==> src/rtl/bridge_bus_arbiter.sv <==
// rtl/bridge_bus_arbiter.sv - two-master round-robin arbiter and access sequencer for the system bridge
//
// Purpose: accepts one transaction at a time from m0 (CPU data) or m1 (DMA/debug),
// decodes it against the DM/TC0/TC1 windows, runs a fixed ADDR + WAIT access on the
// bridge and returns a one-cycle done/err/rdata response to the owning master.
//
// Ports:
//   clk, reset                 clock (rising edge), asynchronous active-low reset
//   mX_req/addr/wdata/byteen   master request (req sampled only in IDLE; byteen 0 = read)
//   mX_ack                     one-cycle pulse in the ADDR cycle
//   mX_done/err/rdata          one-cycle response; err marks a rejected access
//   bus_addr/wdata/byteen      bridge-side drive, nonzero only during ADDR/WAIT
//   bus_rdata                  bridge read mux output
//   busy                       high in every state except IDLE
module bridge_bus_arbiter #(
  parameter int          WAIT_CYCLES = 1,
  parameter logic [31:0] DM_START    = 32'h0000_0000,
  parameter logic [31:0] DM_END      = 32'h0000_2FFF,
  parameter logic [31:0] TC0_START   = 32'h0000_7F00,
  parameter logic [31:0] TC0_END     = 32'h0000_7F0B,
  parameter logic [31:0] TC1_START   = 32'h0000_7F10,
  parameter logic [31:0] TC1_END     = 32'h0000_7F1B
) (
  input  logic        clk,
  input  logic        reset,
  input  logic        m0_req,
  input  logic [31:0] m0_addr,
  input  logic [31:0] m0_wdata,
  input  logic [3:0]  m0_byteen,
  output logic        m0_ack,
  output logic        m0_done,
  output logic        m0_err,
  output logic [31:0] m0_rdata,
  input  logic        m1_req,
  input  logic [31:0] m1_addr,
  input  logic [31:0] m1_wdata,
  input  logic [3:0]  m1_byteen,
  output logic        m1_ack,
  output logic        m1_done,
  output logic        m1_err,
  output logic [31:0] m1_rdata,
  output logic [31:0] bus_addr,
  output logic [31:0] bus_wdata,
  output logic [3:0]  bus_byteen,
  input  logic [31:0] bus_rdata,
  output logic        busy
);

  typedef enum logic [1:0] {S_IDLE, S_ADDR, S_WAIT, S_RESP} state_t;

  localparam logic [15:0] CNT_INIT = 16'(WAIT_CYCLES - 1);

  state_t      state;
  logic        owner;       // 1 = m1 owns the current transaction
  logic        last_grant;  // 1 = m1 was granted last
  logic [31:0] lat_addr;
  logic [31:0] lat_wdata;
  logic [3:0]  lat_byteen;
  logic [15:0] cnt;

  logic        grant_m1;
  logic        any_req;
  logic [31:0] sel_addr;
  logic [31:0] sel_wdata;
  logic [3:0]  sel_byteen;
  logic        sel_ok;

  // Window test as a single unsigned subtraction: (a - lo) <= (hi - lo) covers
  // both inclusive bounds and avoids a constant compare when lo is zero.
  function automatic logic in_win(input logic [31:0] a, input logic [31:0] lo,
                                  input logic [31:0] hi);
    return (a - lo) <= (hi - lo);
  endfunction

  // m1 wins only if m0 is idle or m0 was served last.
  assign any_req    = m0_req | m1_req;
  assign grant_m1   = m1_req & (~m0_req | ~last_grant);
  assign sel_addr   = grant_m1 ? m1_addr   : m0_addr;
  assign sel_wdata  = grant_m1 ? m1_wdata  : m0_wdata;
  assign sel_byteen = grant_m1 ? m1_byteen : m0_byteen;

  // Timer windows only accept full-word or read accesses.
  assign sel_ok = in_win(sel_addr, DM_START, DM_END) ||
                  ((in_win(sel_addr, TC0_START, TC0_END) || in_win(sel_addr, TC1_START, TC1_END)) &&
                   (sel_byteen == 4'b0000 || sel_byteen == 4'b1111));

  // byteen is dropped after ADDR so each write lands exactly once.
  assign bus_addr   = (state == S_ADDR || state == S_WAIT) ? lat_addr  : 32'h0;
  assign bus_wdata  = (state == S_ADDR || state == S_WAIT) ? lat_wdata : 32'h0;
  assign bus_byteen = (state == S_ADDR) ? lat_byteen : 4'h0;

  always_ff @(posedge clk or negedge reset) begin
    if (!reset) begin
      state      <= S_IDLE;
      owner      <= 1'b0;
      last_grant <= 1'b1;
      lat_addr   <= 32'h0;
      lat_wdata  <= 32'h0;
      lat_byteen <= 4'h0;
      cnt        <= 16'h0;
      busy       <= 1'b0;
      m0_ack     <= 1'b0;
      m0_done    <= 1'b0;
      m0_err     <= 1'b0;
      m0_rdata   <= 32'h0;
      m1_ack     <= 1'b0;
      m1_done    <= 1'b0;
      m1_err     <= 1'b0;
      m1_rdata   <= 32'h0;
    end else begin
      m0_ack <= 1'b0;
      m1_ack <= 1'b0;
      case (state)
        S_IDLE: begin
          if (any_req) begin
            owner      <= grant_m1;
            last_grant <= grant_m1;
            lat_addr   <= sel_addr;
            lat_wdata  <= sel_wdata;
            lat_byteen <= sel_byteen;
            busy       <= 1'b1;
            if (sel_ok) begin
              state <= S_ADDR;
              if (grant_m1) m1_ack <= 1'b1;
              else          m0_ack <= 1'b1;
            end else begin
              // Rejected: respond straight away, bus stays untouched.
              state <= S_RESP;
              if (grant_m1) begin
                m1_done <= 1'b1;
                m1_err  <= 1'b1;
              end else begin
                m0_done <= 1'b1;
                m0_err  <= 1'b1;
              end
            end
          end
        end
        S_ADDR: begin
          cnt   <= CNT_INIT;
          state <= S_WAIT;
        end
        S_WAIT: begin
          if (cnt == 16'h0) begin
            state <= S_RESP;
            if (owner) begin
              m1_done  <= 1'b1;
              m1_rdata <= bus_rdata;
            end else begin
              m0_done  <= 1'b1;
              m0_rdata <= bus_rdata;
            end
          end else begin
            cnt <= cnt - 16'h1;
          end
        end
        S_RESP: begin
          state    <= S_IDLE;
          busy     <= 1'b0;
          m0_done  <= 1'b0;
          m0_err   <= 1'b0;
          m0_rdata <= 32'h0;
          m1_done  <= 1'b0;
          m1_err   <= 1'b0;
          m1_rdata <= 32'h0;
        end
        default: state <= S_IDLE;
      endcase
    end
  end

endmodule

==> config.mk <==
export PLATFORM = sky130hd
export DESIGN_NAME = bridge_bus_arbiter
export DESIGN_NICKNAME = d
export VERILOG_FILES = /design/src/rtl/bridge_bus_arbiter.sv
export SDC_FILE = /design/constraint.sdc
export NUM_CORES = 1
export LEC_CHECK = 0
export CAP_MARGIN = 20
export CORE_ASPECT_RATIO = 0.8
export CORE_MARGIN = 4
export CORE_UTILIZATION = 49
export CTS_CLUSTER_SIZE = 8
export DETAILED_ROUTE_END_ITERATION = 8
export PLACE_DENSITY = 0.87
export SETUP_SLACK_MARGIN = 0.02
export SYNTH_ARGS = -nofsm -noshare
export SYNTH_HDL_FRONTEND = slang
export SYNTH_SLANG_ARGS = --single-unit
==> constraint.sdc <==
create_clock -name clk -period 4.3 [get_ports clk]
set_input_delay 0.43 -clock clk [delete_from_list [all_inputs] [get_ports clk]]
set_output_delay 0.43 -clock clk [all_outputs]
set_load 0.05 [all_outputs]
======== Word-level counts from Yosys, hierarchy flattened ========
Index checks and enable logic that the tools add are counted.
storage, ports and cells
  input port bits ......................... 172
  output and inout bits ................... 139
  bits in registers ....................... 159
  word-level logic and storage cells ...... 103
operators by class
  muxes and demuxes ....................... 42
  magnitude comparators ................... 3
  add/subtract/negate cells ............... 3
  equality and inequality tests ........... 12
  reduce and logical (&&, ||, !) cells .... 22
  bitwise gates (word level) .............. 5
operator list
  kind                                                   count
  2-to-1 mux 32 bit                                      8
  case mux 32 bit (2 select lines)                       2
  <= comparator 32 x 4 -> 1 bit, second input constant   2
  subtractor 32 x 15 -> 32 bit, second input constant    2
  <= comparator 32 x 14 -> 1 bit, second input constant  1
  case mux 16 bit (2 select lines)                       1
  2-to-1 mux 1 bit                                       19
  logical NOT 16 bit                                     1
  2-to-1 mux 16 bit                                      1
  subtractor 16 x 1 -> 16 bit, second input constant     1
  != test 2 bit, second input constant                   7
  AND reduction 6 bit                                    2
  2-to-1 mux 4 bit                                       2
  case mux 2 bit (4 select lines)                        1
  AND reduction 2 bit                                    4
  AND reduction 4 bit                                    2
  2-to-1 mux 2 bit                                       3
  case mux 1 bit (2 select lines)                        3
  case mux 1 bit (3 select lines)                        2
  AND reduction 3 bit                                    2
  nonzero test 2 bit                                     3
  == test 2 bit, second input constant                   2
  == test 4 bit, second input constant                   1
  logical NOT 4 bit                                      1
  9 further kinds                                        14

======== Longest topological paths before layout ========
Gate-level depths: netlist of run 1.
  depth after elaboration ................. 12
  gate-level depth with buffers ........... 12
  depth with buffers taken out ............ 10

======== Worst setup path before layout of run 1 ========
OpenSTA, ideal clock, no wires.
  kind .................................... input port to flip-flop
  start ................................... input m1_addr[15]
  end ..................................... register m0_done
  path slack .............................. 1460 ps
  path buffers ............................ 1
  setup time .............................. 79 ps
  cell stages on the path ................. 10
  arrival ................................. 2761 ps
  required time ........................... 4221 ps
  cell sequence ........................... clkbuf_1 > or4_4 > or4_4 > a21oi_4 > nand3_2 > o22a_1 > o31ai_4 > a31oi_4 > o211ai_1 > mux2i_1
on the way
  cells in the longest elaborated chain, start to end .. 8
  elaborated cells between the ends (all ways) .. 11
  classes of those cells .................. 2 x add/sub; 3 x order compare; 1 x eq/ne; 1 x mux; 4 x reduce/logical
RTL lines
  item                                      line  RTL
  from (decl)                               35    input logic [31:0] m1_addr,
  2-to-1 mux 32 bit (*)                     78    assign sel_addr = grant_m1 ? m1_addr : m0_addr;
  subtractor 32 x 15 -> 32 bit              72    return (a - lo) <= (hi - lo);
  <= comparator 32 x 4 -> 1 bit             72
  logical OR 1 bit                          84    ((in_win(sel_addr, TC0_START, TC0_END) || in_win(sel_addr, TC1_START, TC1_END)) &&
  logical AND 1 bit                         84
  logical OR 1 bit (*)                      83    assign sel_ok = in_win(sel_addr, DM_START, DM_END) ||
  != test 2 bit (no source line) (*)        --
  AND reduction 6 bit (no source line) (*)  --
  to (signal assigned)                      103   m0_done <= 1'b0;
  to (signal assigned)                      133   m0_done <= 1'b1;
  to (signal assigned)                      150   m0_done <= 1'b1;
  to (decl)                                 31    output logic m0_done,
Mark *: on every way between the ends. The rest lies on a longest branch, timed or not.
A chain may end at the register's enable or synchronous reset.

======== Worst setup path after layout of run 1 ========
  start ................................... input m0_req
  end ..................................... register m0_done
on the way
  cells in the longest elaborated chain, start to end .. 11
  elaborated cells between the ends (all ways) .. 21
  classes of those cells .................. 2 x add/sub; 3 x order compare; 4 x eq/ne; 2 x mux; 4 x bitwise; 6 x reduce/logical
RTL lines
  item                                      line  RTL
  from (decl)                               26    input logic m0_req,
  inverter 1 bit                            77    assign grant_m1 = m1_req & (~m0_req | ~last_grant);
  bitwise OR 1 bit                          77
  bitwise AND 1 bit                         77
  2-to-1 mux 32 bit                         78
  subtractor 32 x 15 -> 32 bit              72
  <= comparator 32 x 4 -> 1 bit             72
  logical OR 1 bit                          84
  logical AND 1 bit                         84
  logical OR 1 bit                          83
  != test 2 bit (no source line)            --
  AND reduction 6 bit (no source line) (*)  --
Marked as above.

==> impl_metrics.env, run 1 <==
export IMPL_status="complete, no violations"
export IMPL_ctsResizeCount=0
export IMPL_p_seq_share_pct=23.3
export IMPL_htreeDepth=4
export IMPL_path_max_fanout=29
export IMPL_cts_hold_buffers=0
export IMPL_final_common_cell="clkdlybuf4s50_1"
export IMPL_drive_gt1_share_pct=5.52
export IMPL_path_class="in -> reg"
export IMPL_root_buffer="clkbuf_16"
export IMPL_power_switching_mw=6.02
export IMPL_crit_path_max_incr_delay_ns=0.63
export IMPL_syn_inst=998
export IMPL_ios=311
export IMPL_fin_skew_ns=0.0142
export IMPL_hold_ws_ns=0.0608
export IMPL_grt_first_pass_wirelength_um=46000
export IMPL_dieArea_mm2=0.0197
export IMPL_detail_route_antenna_nets=0
export IMPL_post_cts_setup_buffer_count=0
export IMPL_fill_cells=1267
export IMPL_cts_tree="done"
export IMPL_coreArea_mm2=0.0173
export IMPL_drc=0
export IMPL_clkSinkCount=159
export IMPL_p_sw_share_pct=52.2
export IMPL_intPower_mw=5.52
export IMPL_syn_to_final_growth_pct=44.8
export IMPL_maxSlewViolCount=0
export IMPL_worstPathRequired_ns=4.64
export IMPL_vias=8557
export IMPL_slowest_stage="clkdlybuf4s50_1"
export IMPL_hold_violations=0
export IMPL_setup_tns_ns=0
export IMPL_fin_util_pct=72.1
export IMPL_drv_cap=0
export IMPL_drt_iter0_markers=688
export IMPL_finalWeightedCongestion=0.984
export IMPL_cp_start_kind="primary input"
export IMPL_die_height_um=127
export IMPL_worst_ep_arrival_time_ns=3.84
export IMPL_grt_max_degree=90
export IMPL_yosysSeqAreaShare_pct=46.3
export IMPL_clk_path_buf_depth=2
export IMPL_finalCritPeriodShare_pct=81.5
export IMPL_fmax_mhz=285
export IMPL_synth_xor_area_share_pct=0.815
export IMPL_ys_flop_type="dfrtp_1"
export IMPL_grt_pass1_vias=8682
export IMPL_setup_slack_ns=0.795
export IMPL_synth_edf_count=0
export IMPL_cp_cell_sequence="clkdlybuf4s50_1, a21bo_4, mux2_2, o22ai_2, o21a_1, o2111ai_1, a2111oi_4, a31oi_4, o211ai_1, mux2i_1"
export IMPL_worst_pin_slew_ns=1.03
export IMPL_synth_compound_area_share_pct=15.0
export IMPL_wl_per_cell_um=19.4
export IMPL_post_place_ws_ns=0.475
export IMPL_postRouteWirelength_um=29300
export IMPL_initial_utilization_pct=49.8
export IMPL_async_flop_share_pct=100
export IMPL_grt_usage_pct=29.3
export IMPL_synth_seq_cells=159
export IMPL_synth_largest_area_cell="dfrtp_1"
export IMPL_power_density_mw_per_mm2=926
export IMPL_path_clk_slew_ns=0.07
export IMPL_rsz0062_at_grt="no"
export IMPL_slew_headroom_pct=31.1
export IMPL_final_nets=1451
export IMPL_rows=43
export IMPL_synth_top_area_share_pct=46.0
export IMPL_syn_num_nets=1175
export IMPL_die_w_um=156
export IMPL_synth_top_family_by_area="simple AND/OR/NAND/NOR gates"
export IMPL_finalSetupViolCount=0
export IMPL_synth_mux_area_share_pct=6.10
export IMPL_grt_overflow=0
export IMPL_layout_common_cells="309 x clkdlybuf4s50_1, 180 x nand2_1, 158 x dfrtp_1"
export IMPL_synth_adder_area_share_pct=0.844
export IMPL_p_clk_share_pct=12.6
export IMPL_drtPass1Iterations=5
export IMPL_detailed_place_hpwl_um=21300
export IMPL_insertion_delay_ns=0.43
export IMPL_num_antenna_cells=0
export IMPL_min_period_ns=3.50
export IMPL_synth_area_leaders="dfrtp_1 46%, nand2_1 7.9%, mux2i_1 5.7%"
export IMPL_design_area_mm2=0.0125
export IMPL_p_leak_nw=5.29
export IMPL_synthSimpleGateAreaFrac_pct=27.5
export IMPL_hold_path_class="in -> async"
export IMPL_antenna_found_initial=0
export IMPL_avgViaCountPerCell=5.66
export IMPL_synth_cell_type_count=69
export IMPL_synth_avg_cell_area_um2=8.62
export IMPL_p_comb_share_pct=64.1
export IMPL_peakVddDrop_v=0.000699
export IMPL_endpoint_kind="flip-flop"
export IMPL_portBuffers=310
export IMPL_yosysWarnings=0
export IMPL_placed_area_mm2=0.0119
export IMPL_netlist_area_mm2=0.00860
export IMPL_cts_buffers=17
-- power by group through the flow --
stage	clock (mW)	combinational (mW)	sequential [mW]
floorplan	0	3.88	3.66
global placement	0	7.28	2.65
detailed placement	0	7.37	2.69
CTS	1.48	7.42	2.69
global route	1.55	7.84	2.79
finish	1.45	7.39	2.69
-- stage by stage --
stage / total power, mW / std cells
floorplan: 7.53 / 998
CTS: 11.6 / 1511
detailed placement: 10.1 / 1480
finish: 11.5 / 1511
global placement: 9.93 / 1480
global route: 12.2 / 1511
-- cells in the mapped netlist (all sizes together) (7+ instances only) --
| cell type | instances |
|---|---|
| mux2i | 50 |
| or3 | 9 |
| nand2b | 34 |
| or4 | 8 |
| dfrtp | 158 |
| nor3 | 23 |
| nand4 | 8 |
| o21ai | 99 |
| and2 | 71 |
| xnor2 | 7 |
| a21oi | 14 |
| nand3 | 47 |
| inv | 8 |
| nand2 | 180 |
| nor4 | 10 |
| nor2 | 84 |
| a31oi | 60 |
| buf | 14 |
| clkbuf | 55 |
-- critical path, delay by kind of cell --
kind	cells	cell delay, ns
buffers and inverters	1	0.63
muxes	2	0.64
AOI/OAI and AO/OA	7	2.12
-- final timing paths --
path / slack (ns) / startpoint / cells after the start / endpoint
setup / recovery: 0.80 / m0_req / 10 / m0_done
hold / removal: 0.06 / reset / 1 / m0_rdata[8]
setup reg to reg: 0.87 / last_grant / 9 / m0_done
hold reg to reg: 0.48 / lat_byteen[3] / 2 / lat_byteen[3]
max in group asynchronous: 3.23 / reset / 2 / lat_wdata[18]
min in group clk: 0.48 / lat_byteen[3] / 2 / lat_byteen[3]
-- routing by layer --
metal,part of all wire (%),GRT usage [%],vias to the layer above
met1,40,38.0,4081
met3,9.8,8.63,52
met4,2.6,9.90,0
met5,0,0,-
li1,-,-,4019
met2,47,47.4,405
-- state kept, by name, indices dropped and copies added, names as in the netlist, 2 cells and up --
name and cells:
cnt 16, lat_addr 32, lat_byteen 4, lat_wdata 32, m0_rdata 32, m1_rdata 32, state 2
-- area by class of cell --
cell class	instances	area, um2	share of cell area, %
repair buffers	326	3240	26.0
multi-input cells	762	4370	35.1
inverters	8	30.0	0.241
well taps	225	282	2.26
flip-flops and latches	159	3980	32.0
clock inverters	14	133	1.06
clock buffers	17	425	3.42
-- logic make-up after synthesis --
group	Yosys count
AO/OA/AOI/OAI	208
XOR/XNOR	8
buffers and inverters	77
flip-flops	159
AND/OR/NAND/NOR	489
multiplexers	51
adder cells (fa/ha/maj)	6
(Power assumes the default switching activity.)
==> run 2, diff against run 1 <==
Settings changed: CORE_UTILIZATION 49 to 41, PLACE_DENSITY 0.87 to 0.77.
Clock period 4.3 ns to 2.9 ns, I/O delays scaled along.
==> run 2 against run 1 <==
Die area is 18% higher. Global-route usage down 3.2 points. Critical path type is now reg -> reg. Highest routed layer unchanged. Largest cell class is now non-clock buffers. Setup slack got worse by 0.75 ns.
==> impl_metrics.env, run 2 (synthesis results as in run 1) <==
export IMPL_drtPass1Iterations=5
export IMPL_power_mw=19.6
export IMPL_antenna_found_initial=0
export IMPL_finalCritPeriodShare_pct=98.3
export IMPL_status="complete, no violations"
export IMPL_avgViaCountPerCell=5.40
export IMPL_fin_cells=1648
export IMPL_drv_cap=0
export IMPL_dp_cells=1605
export IMPL_worst_ep_arrival_time_ns=3.18
export IMPL_rows=47
export IMPL_endpoint_kind="flip-flop"
export IMPL_cts_tree="done"
export IMPL_finalSetupViolCount=0
export IMPL_drt_iter0_markers=850
export IMPL_postRouteWirelength_um=31300
export IMPL_fin_skew_ns=0.0204
export IMPL_hold_violations=0
export IMPL_grt_first_pass_wirelength_um=47600
export IMPL_path_clk_slew_ns=0.07
export IMPL_worst_pin_slew_ns=0.745
export IMPL_placed_area_mm2=0.0133
export IMPL_cts_buffers=17
export IMPL_min_period_ns=2.85
export IMPL_final_common_cell="clkdlybuf4s50_1"
export IMPL_vias=8903
export IMPL_p_leak_nw=6.13
export IMPL_finalWeightedCongestion=0.912
export IMPL_grt_overflow=0
export IMPL_grt_max_degree=81
export IMPL_drive_gt1_share_pct=17.2
export IMPL_die_height_um=138
export IMPL_design_area_mm2=0.0140
export IMPL_slew_headroom_pct=50.2
export IMPL_power_density_mw_per_mm2=1400
export IMPL_drc=0
export IMPL_initial_utilization_pct=41.7
export IMPL_wl_per_cell_um=19.0
export IMPL_syn_to_final_growth_pct=63.3
export IMPL_coreArea_mm2=0.0206
export IMPL_clkSinkCount=159
export IMPL_layout_common_cells="245 x clkdlybuf4s50_1, 177 x nand2_1, 158 x dfrtp_1"
export IMPL_path_max_fanout=7
export IMPL_clk_path_buf_depth=2
export IMPL_grt_pass1_vias=8739
export IMPL_fmax_mhz=351
export IMPL_hold_path_class="in -> reg"
export IMPL_peakVddDrop_v=0.00118
export IMPL_insertion_delay_ns=0.43
export IMPL_rsz0062_at_grt="yes"
export IMPL_final_nets=1542
export IMPL_die_w_um=170
export IMPL_detail_route_antenna_nets=0
export IMPL_portBuffers=310
export IMPL_root_buffer="clkbuf_16"
export IMPL_grt_usage_pct=26.1
export IMPL_cp_start_kind="flip-flop"
export IMPL_htreeDepth=4
export IMPL_dieArea_mm2=0.0234
export IMPL_path_class="reg -> reg"
export IMPL_worstPathRequired_ns=3.23
export IMPL_detailed_place_hpwl_um=23600
export IMPL_maxSlewViolCount=0
export IMPL_ios=311
[run 2: timing repair]
action / in CTS / in global routing
hold endpoints to repair: 62 / 0
endpoints found under the setup margin: 2 / 30
cloned: 0 / 0
buffers inserted: 6 / 3
pin swaps: 7 / 11
gates resized for setup: 4 / 15
hold buffers: 1 / 0
[run 2: per-stage QoR]
| stage | util (%) | hold WS [ns] | TNS [ns] | worst slack [ns] |
|---|---|---|---|---|
| 5_1_grt | 68.0 | 0.399 | -0.0930 | -0.0527 |
| 2_1_floorplan | - | -0.00559 | 0 | 0.154 |
| 6_report | 68.1 | 0.415 | 0 | 0.0494 |
| 3_3_place_gp | 64.3 | 0.338 | -1.63 | -0.312 |
| 4_1_cts | 67.6 | 0.391 | 0 | 0.0206 |
| 3_5_place_dp | 64.3 | 0.342 | -1.88 | -0.379 |
[run 2: per-layer routing]
layer	track usage, %	routed length (um)	vias up
met1	34.6	13100	4294
met4	6.65	416	0
li1	-	-	4209
met5	0	0	-
met2	42.2	14900	368
met3	7.60	2900	32
[run 2: final timing paths]
check / from / depth (start not counted) / slack, ns / endpoint
min in group asynchronous: reset / 2 / 0.44 / m0_rdata[11]
worst max register to register: last_grant / 11 / 0.05 / m0_done
worst min register to register: lat_addr[19] / 2 / 0.47 / lat_addr[19]
worst max-delay path: last_grant / 11 / 0.05 / m0_done
max in group asynchronous: reset / 3 / 1.63 / lat_wdata[1]
worst min-delay path: m1_wdata[15] / 3 / 0.42 / lat_wdata[15]
[run 2: power breakdown]
| part | leakage [nW] | internal [mW] | switching, mW |
|---|---|---|---|
| Clock | 0.301 | 1.30 | 1.04 |
| Sequential | 1.89 | 3.30 | 0.665 |
| Combinational | 3.94 | 5.50 | 7.82 |
[run 2: area by class of cell]
| cell class | count | area (um2) |
|---|---|---|
| diodes | 1 | 2.50 |
| clock buffers | 17 | 425 |
| clock inverters | 15 | 174 |
| fillers | 1622 | 6590 |
| inverters | 8 | 30.0 |
| multi-input cells | 762 | 4450 |
| flip-flops and latches | 159 | 3980 |
| well taps | 269 | 337 |
| repair buffers | 417 | 4650 |
[run 2: worst max-delay path: stages, from the launching register on]
cell and delay (ns):
dfstp_2 0.56, buf_6 0.11, a21boi_4 0.08, buf_6 0.12, or4_1 0.40, o22ai_1 0.17
a221o_1 0.22, nand2_2 0.08, a2111oi_4 0.39, a31oi_4 0.17, o211ai_1 0.23, mux2i_1 0.23
